==> config.mk <==
export PLATFORM = sky130hd
export DESIGN_NAME = exec_unit
export DESIGN_NICKNAME = d
export VERILOG_FILES = /design/src/rtl/exec_unit.sv
export SDC_FILE = /design/constraint.sdc
export NUM_CORES = 1
export LEC_CHECK = 0
export ABC_AREA = 1
export BUFFER_PORTS_ARGS = -buffer_cell sky130_fd_sc_hd__buf_2
export CELL_PAD_IN_SITES_DETAIL_PLACEMENT = 1
export CELL_PAD_IN_SITES_GLOBAL_PLACEMENT = 1
export CORE_ASPECT_RATIO = 0.5
export CORE_UTILIZATION = 35
export CTS_BUF_LIST = sky130_fd_sc_hd__clkbuf_8
export DETAILED_ROUTE_END_ITERATION = 16
export PLACE_DENSITY = 0.78
export SLEW_MARGIN = 40
export SYNTH_ARGS = -nofsm -noshare
export SYNTH_HDL_FRONTEND = slang
export SYNTH_SLANG_ARGS = --single-unit
export TNS_END_PERCENT = 100
==> constraint.sdc <==
create_clock -name clk -period 2.3 [get_ports clk]
set_input_delay 0.115 -clock clk [delete_from_list [all_inputs] [get_ports clk]]
set_output_delay 0.115 -clock clk [all_outputs]
set_load 0.005 [all_outputs]
==> src/rtl/exec_unit.sv <==
// Execute/write-back stage of the 8-bit toy CPU: owns R0..R3 and the PC,
// executes add/li/bner0, and exposes retire, write-back and debug ports.
module exec_unit #(
    parameter int DATA_W = 8,
    parameter int CNT_W  = 8
) (
    input  logic              clk,
    input  logic              rst_n,
    input  logic              in_valid,
    input  logic [1:0]        opcode,
    input  logic [1:0]        rd,
    input  logic [1:0]        rs1,
    input  logic [1:0]        rs2,
    input  logic [3:0]        addr,
    input  logic [3:0]        imm,
    output logic [3:0]        pc,
    output logic              retire,
    output logic              wb_en,
    output logic [1:0]        wb_rd,
    output logic [DATA_W-1:0] wb_data,
    output logic              illegal,
    output logic              halted,
    output logic [CNT_W-1:0]  retired_cnt,
    input  logic [1:0]        dbg_sel,
    output logic [DATA_W-1:0] dbg_data
);

    localparam logic [1:0] OP_ADD   = 2'b00;
    localparam logic [1:0] OP_ILL   = 2'b01;
    localparam logic [1:0] OP_LI    = 2'b10;
    localparam logic [1:0] OP_BNER0 = 2'b11;

    logic [DATA_W-1:0] r_regs [4];
    logic [3:0]        r_pc;
    logic              r_retire;
    logic              r_wb_en;
    logic [1:0]        r_wb_rd;
    logic [DATA_W-1:0] r_wb_data;
    logic              r_illegal;
    logic              r_halted;
    logic [CNT_W-1:0]  r_cnt;

    logic              w_accept;
    logic [DATA_W-1:0] w_src1;
    logic [DATA_W-1:0] w_src2;
    logic [DATA_W-1:0] w_sum;
    logic [DATA_W-1:0] w_imm_ext;
    logic              w_taken;
    logic [3:0]        w_pc_inc;

    always_comb begin
        w_accept  = in_valid & ~r_halted;
        w_src1    = r_regs[rs1];
        w_src2    = r_regs[rs2];
        w_sum     = w_src1 + w_src2;
        w_imm_ext = DATA_W'(imm);
        // rs2 = 0 compares R0 with itself, so that form never branches
        w_taken   = (w_src2 != r_regs[0]);
        w_pc_inc  = r_pc + 4'd1;
    end

    always_ff @(posedge clk or negedge rst_n) begin
        if (!rst_n) begin
            for (int i = 0; i < 4; i++) r_regs[i] <= '0;
            r_pc      <= '0;
            r_retire  <= 1'b0;
            r_wb_en   <= 1'b0;
            r_wb_rd   <= '0;
            r_wb_data <= '0;
            r_illegal <= 1'b0;
            r_halted  <= 1'b0;
            r_cnt     <= '0;
        end else begin
            r_retire <= 1'b0;
            r_wb_en  <= 1'b0;
            if (w_accept) begin
                r_retire <= 1'b1;
                r_cnt    <= r_cnt + 1'b1;
                case (opcode)
                    OP_ADD: begin
                        r_regs[rd] <= w_sum;
                        r_wb_en    <= 1'b1;
                        r_wb_rd    <= rd;
                        r_wb_data  <= w_sum;
                        r_pc       <= w_pc_inc;
                    end
                    OP_LI: begin
                        r_regs[rd] <= w_imm_ext;
                        r_wb_en    <= 1'b1;
                        r_wb_rd    <= rd;
                        r_wb_data  <= w_imm_ext;
                        r_pc       <= w_pc_inc;
                    end
                    OP_BNER0: begin
                        if (w_taken) begin
                            r_pc <= addr;
                            // a taken branch onto itself can never make progress
                            if (addr == r_pc) r_halted <= 1'b1;
                        end else begin
                            r_pc <= w_pc_inc;
                        end
                    end
                    OP_ILL: begin
                        r_illegal <= 1'b1;
                        r_pc      <= w_pc_inc;
                    end
                    default: r_pc <= w_pc_inc;
                endcase
            end
        end
    end

    assign pc          = r_pc;
    assign retire      = r_retire;
    assign wb_en       = r_wb_en;
    assign wb_rd       = r_wb_rd;
    assign wb_data     = r_wb_data;
    assign illegal     = r_illegal;
    assign halted      = r_halted;
    assign retired_cnt = r_cnt;
    assign dbg_data    = r_regs[dbg_sel];

endmodule
# Word level (Yosys, flattened, before mapping)

Cells that the tools add are included.

Add/sub/neg operators: 3
Order comparisons: 5
Equality and inequality tests: 5
Mux-type cells: 20
Bitwise logic cells: 6
Reductions and logical operators: 9

Operators with widths:

| cell                                                                 | number |
|---|---|
| 32-bit bitwise mux                                                   | 2 |
| 32-bit case mux with 2 select lines                                  | 1 |
| 8-bit two-way mux                                                    | 7 |
| 8-bit binary-select mux with 2-bit select                            | 3 |
| 8-bit demux with 2-bit select                                        | 1 |
| 8-bit case mux with 2 select lines                                   | 1 |
| 3-bit greater-or-equal comparator, second input constant             | 4 |
| 2-bit NOT with 3-bit output                                          | 4 |
| 8-bit by 1-bit adder with 8-bit output, second input constant        | 1 |
| 8-bit adder                                                          | 1 |
| 8-bit != test                                                        | 1 |
| 4-bit case mux with 2 select lines                                   | 1 |
| 2-bit AND reduction                                                  | 3 |
| 4-bit by 1-bit adder with 4-bit output, second input constant        | 1 |
| 2-bit == test, second input constant                                 | 2 |
| 4-bit == test                                                        | 1 |
| 4-bit two-way mux                                                    | 1 |
| 4-bit AND reduction                                                  | 1 |
| 3-bit by 1-bit < comparator with 1-bit output, second input constant | 1 |
| 1-bit two-way mux                                                    | 3 |
| 3-bit OR reduction                                                   | 1 |
| 2-bit by 1-bit == test with 1-bit output, second input constant      | 1 |
| 2-bit zero test                                                      | 1 |
| 2-bit nonzero test                                                   | 1 |
| 4 further kinds                                                      | 4 |

Register bits after elaboration: 58
Input port bits: 21
Logic and storage cells: 60

# Depth between registers and ports, before layout

Word-level depth: 7
Depth in mapped cells: 18
Mapped depth without buffers: 16

# Worst setup path after synthesis

Ideal clock, no wire load.

Path kind: input port to flip-flop
Start point: input port rs1[0]
End point: register r_regs[6] (netlist bit)
Setup time: 0.121 ns
Arrival time: 2.133 ns
Required time: 2.179 ns
Setup slack: 0.046 ns
Stages: 16
Path buffers: 2
Cells stage by stage: clkbuf_1 -> inv_1 -> clkbuf_1 -> nor2_1 -> o22ai_1 -> ha_1 -> fa_1 -> nand3_1 -> nand2_1 -> nand2_1 -> nand2_1 -> a21oi_1 -> xor2_1 -> nor2_1 -> nand2_1 -> nand2_1

Cells in the longest elaborated chain, start to end: 7

Ends and longest elaborated chain:

| element                                               | RTL line | source |
|---|---|---|
| start: declaration                                    | 12       | `input logic [1:0] rs1,` |
| 2-bit NOT with 3-bit output (implied by the code)     | 53       | `w_src1 = r_regs[rs1];` |
| 8-bit binary-select mux with 2-bit select             | 53       |  |
| 8-bit two-way mux (implied by the code) (2 in series) | 53       |  |
| 8-bit adder                                           | 55       | `w_sum = w_src1 + w_src2;` |
| 32-bit bitwise mux                                    | 81       | `r_regs[rd] <= w_sum;` |
| 32-bit case mux with 2 select lines                   | 79       | `case (opcode)` |
| end signal: indexed assignment                        | 81       |  |
| end signal: indexed assignment                        | 88       | `r_regs[rd] <= w_imm_ext;` |
| end: declaration                                      | 33       | `logic [DATA_W-1:0] r_regs [4];` |

Every way passes these cells. The select of a mux whose other input is x is not followed.
A chain may end at the register's enable or synchronous reset.

# Final worst setup path

Start point: register r_regs[8] (netlist bit)
End point: register r_regs[30] (netlist bit)

Cells in the longest elaborated chain, start to end: 6

Ends and longest elaborated chain:

| element                                                      | RTL line |
|---|---|
| 8-bit binary-select mux with 2-bit select (on tied branches) | 53, 54 |
| 8-bit two-way mux (on tied branches) (2 in series)           | 53, 54 |
| 8-bit adder (*)                                              | 55 |
| 32-bit bitwise mux (*)                                       | 81 |
| 32-bit case mux with 2 select lines (*)                      | 79 |

Mark *: on every way between the ends. The rest lies on a longest branch, timed or not. The select of a mux whose other input is x is not followed.

==> results.json <==
{
  "fmax_mhz": 438.2,
  "syn-num-nets": 518,
  "cts_htree_levels": 3,
  "crit_type": "register to register",
  "root_buffer": "clkbuf_8",
  "cp.required_ns": 2.52,
  "status": "finished clean",
  "worst-r2r-setup-slack_ns": 0.02,
  "ir_worst_vdd_v": 0.0003909,
  "nets": 603,
  "layout_min_cycle_time_ns": 2.282,
  "gp_congestion": 0.8743,
  "power_density_nw_per_um2": 512.8,
  "yosysUniqueCellTypes": 35,
  "via_per_inst": 5.146,
  "num_rows": 25,
  "port_buffers": 54,
  "drt_first_pass_iters": 4,
  "slew_violations": 0,
  "worstSetupStartpointType": "register",
  "p_int_uw": 1655,
  "drt_wl_total_um": 11600,
  "worstHoldPathType": "input pin to register",
  "stdcell_count": 711,
  "final_antenna_net_count": 0,
  "drc": 0,
  "yosysSeqAreaShare_pct": 41.21,
  "syn-cell-area_um2": 3522,
  "mostFrequentLayoutCells": "nand2_1, buf_2, dfrtp_1",
  "grt_pass1_vias": 3539,
  "avgSynthCellArea_um2": 7.232,
  "start_util_pct": 36.68,
  "detailed_place_hpwl_um": 8849,
  "setup_viol": 0,
  "drt_iter0_drc": 266,
  "place_area_um2": 4085,
  "vias": 3659,
  "path_clk_slew_ns": 0.07,
  "coreArea_um2": 9603,
  "clock_path_buffers": 2,
  "diodes": 0,
  "cts.sinks": 58,
  "synth-seq-cells": 58,
  "insertion_delay_ns": 0.33,
  "grt_usage_pct": 23.81,
  "rsz0062_at_grt": "true",
  "comb_power_share_pct": 15.6,
  "path_max_fanout": 5,
  "cp.arrival_ns": 2.50,
  "switchingPower_uw": 612.5,
  "cts_tree": "done",
  "hold_viol": 0,
  "wire_per_inst_um": 16.31,
  "overflow": 0,
  "grt_pass1_wl_um": 18730,
  "grt_max_degree": 59,
  "p_sw_share_pct": 27.01,
  "ios": 55,
  "die_y_um": 72.94,
  "dp.cells": 687,
  "dieWidth_um": 143.9,
  "area_growth_syn_to_layout_pct": 25.58,
  "cp-end-kind": "register",
  "skew_ns": 0.01030,
  "pwr-share-seq_pct": 45.0,
  "drive_gt1_share_pct": 24.31,
  "timing.final.crit_share_pct": 99.23,
  "finalInstanceArea_um2": 4423,
  "antenna_found_initial": 0,
  "slew_headroom_pct": 54.75,
  "die_area_um2": 10490,
  "worst_pin_slew_ns": 0.6717,
  "synthCells": 487,
  "leakage_uw": 0.002321,
  "p_clk_share_pct": 39.5,
  "fillers": 1255,
  "cap_viol_max_count": 0,
  "yosysWarnings": 0,
  "final_common_cell": "nand2_1",
  "cts_buffers": 9
}
==> per-layer routing <==
layer | track usage, % | vias to the layer above | wire length, um
met5 | 0 | - | 0
met4 | 5.556 | 0 | 0
met3 | 4.987 | 0 | 744
met2 | 36.55 | 88 | 5188
met1 | 34.27 | 1796 | 5662
li1 | - | 1775 | -
==> critical path, cell delays in order, from the launching register on <==
cell     delay (ns)
dfrtp_1        0.42
nand2_1        0.09
nand3_2        0.09
nand2_2        0.08
inv_2          0.04
ha_4           0.16
fa_2           0.37
nand3_2        0.08
nand2_2        0.07
nand2_2        0.07
nand2_2        0.05
a21oi_2        0.14
xor2_1         0.26
nor2_2         0.10
nand2_1        0.08
nand2_1        0.06
==> cell type report <==
| class | instances | area (um^2) | share of cell area, % |
|---|---|---|---|
| Clock buffer | 10 | 137.6 | 3.112 |
| Clock inverter | 5 | 47.55 | 1.075 |
| Inverter | 43 | 163.9 | 3.706 |
| Multi-Input combinational cell | 371 | 1899 | 42.94 |
| Sequential cell | 58 | 1458 | 32.96 |
| Tap cell | 135 | 168.9 | 3.819 |
| Timing Repair Buffer | 89 | 548.0 | 12.39 |
==> cell families after synthesis <==
group,synth area share [%]
flops,41.21
fa+ha+maj,3.766
mux,0.6039
buf+inv,7.034
simple gates,29.66
xor+xnor,3.233
compound gates,14.49
==> worst paths after layout <==
kind | from | end | cells past startpoint
worst min register to register | retired_cnt[7]$_DFFE_PN0P_ | retired_cnt[7]$_DFFE_PN0P_ | 1
min in group asynchronous | rst_n | r_regs[13]$_DFFE_PN0P_ | 3
worst max-delay path | r_regs[8]$_DFFE_PN0P_ | r_regs[30]$_DFFE_PN0P_ | 15
max in group asynchronous | rst_n | r_regs[11]$_DFFE_PN0P_ | 3
worst min-delay path | opcode[0] | wb_en$_DFF_PN0_ | 2
worst max register to register | r_regs[8]$_DFFE_PN0P_ | r_regs[30]$_DFFE_PN0P_ | 15
==> cell usage after synthesis <==
master       n  area (um^2)
mux2_2       1        11.26
fa_1         1        20.02
nand3_1     41        205.2
inv_2        2        7.510
nand4_1      2        12.51
ha_1         9        112.6
nand2_2      3        18.77
a21o_1       1        7.510
or3_1        1        6.260
or2_2        1        6.260
nor2_4       1        11.26
nor3_1       2        10.01
mux2i_1      1        10.01
a22o_1       1        8.760
clkinv_1     1        3.750
a31o_2       1        8.760
inv_4        1        6.260
o21ai_0     55        275.3
o21ai_1      3        15.01
nand2_4      1        11.26
clkbuf_1     8        30.03
inv_1       39        146.4
nand2_1    150        563.0
xor2_1       8        70.07
xnor2_1      5        43.79
a21oi_1     12        60.06
buf_2        4        20.02
o211ai_1     1        7.510
o22ai_1     15        93.84
o2111ai_1    1        8.760
nor2_1      45        168.9
a31oi_1      4        25.02
dfrtp_1     58         1451
nor2_2       5        31.28
buf_6        3        33.78
==> what timing repair did <==
item                                    CTS  global route
cloned                                    0             0
resized for setup                         5            22
hold buffers                              1             0
endpoints found under the setup margin   14            26
pin swaps                                 5            15
setup buffers                             4             4
hold endpoints to repair                 58             0
==> power groups by stage <==
stage | combinational, uW | sequential (uW) | clock (uW)
6_report | 353 | 1020 | 895
5_1_grt | 391 | 1020 | 961
4_1_cts | 334 | 1020 | 923
3_5_place_dp | 327 | 1040 | 0
3_3_place_gp | 319 | 1040 | 0
2_1_floorplan | 185 | 1040 | 0
==> state kept, by name, indices dropped and copies added (netlist names) <==
name	count
halted	1
illegal	1
pc	4
r_regs	32
retire	1
retired_cnt	8
wb_data	8
wb_en	1
wb_rd	2
==> per-stage QoR <==
stage | total power [uW] | hold WS [ns] | TNS [ns] | utilization [%] | worst slack (ns)
floorplan | 1225 | -0.1806 | 0 | - | 0.04648
global placement | 1358 | 0.1431 | -0.1838 | 42.54 | -0.03351
detailed placement | 1366 | 0.1484 | -0.9173 | 42.54 | -0.1149
CTS | 2277 | 0.05567 | 0 | 45.02 | 0.004737
global route | 2372 | 0.07324 | -1.615 | 46.06 | -0.1473
finish | 2268 | 0.07826 | 0 | 46.06 | 0.01779
Note: power is estimated with default switching activity, not from simulation.
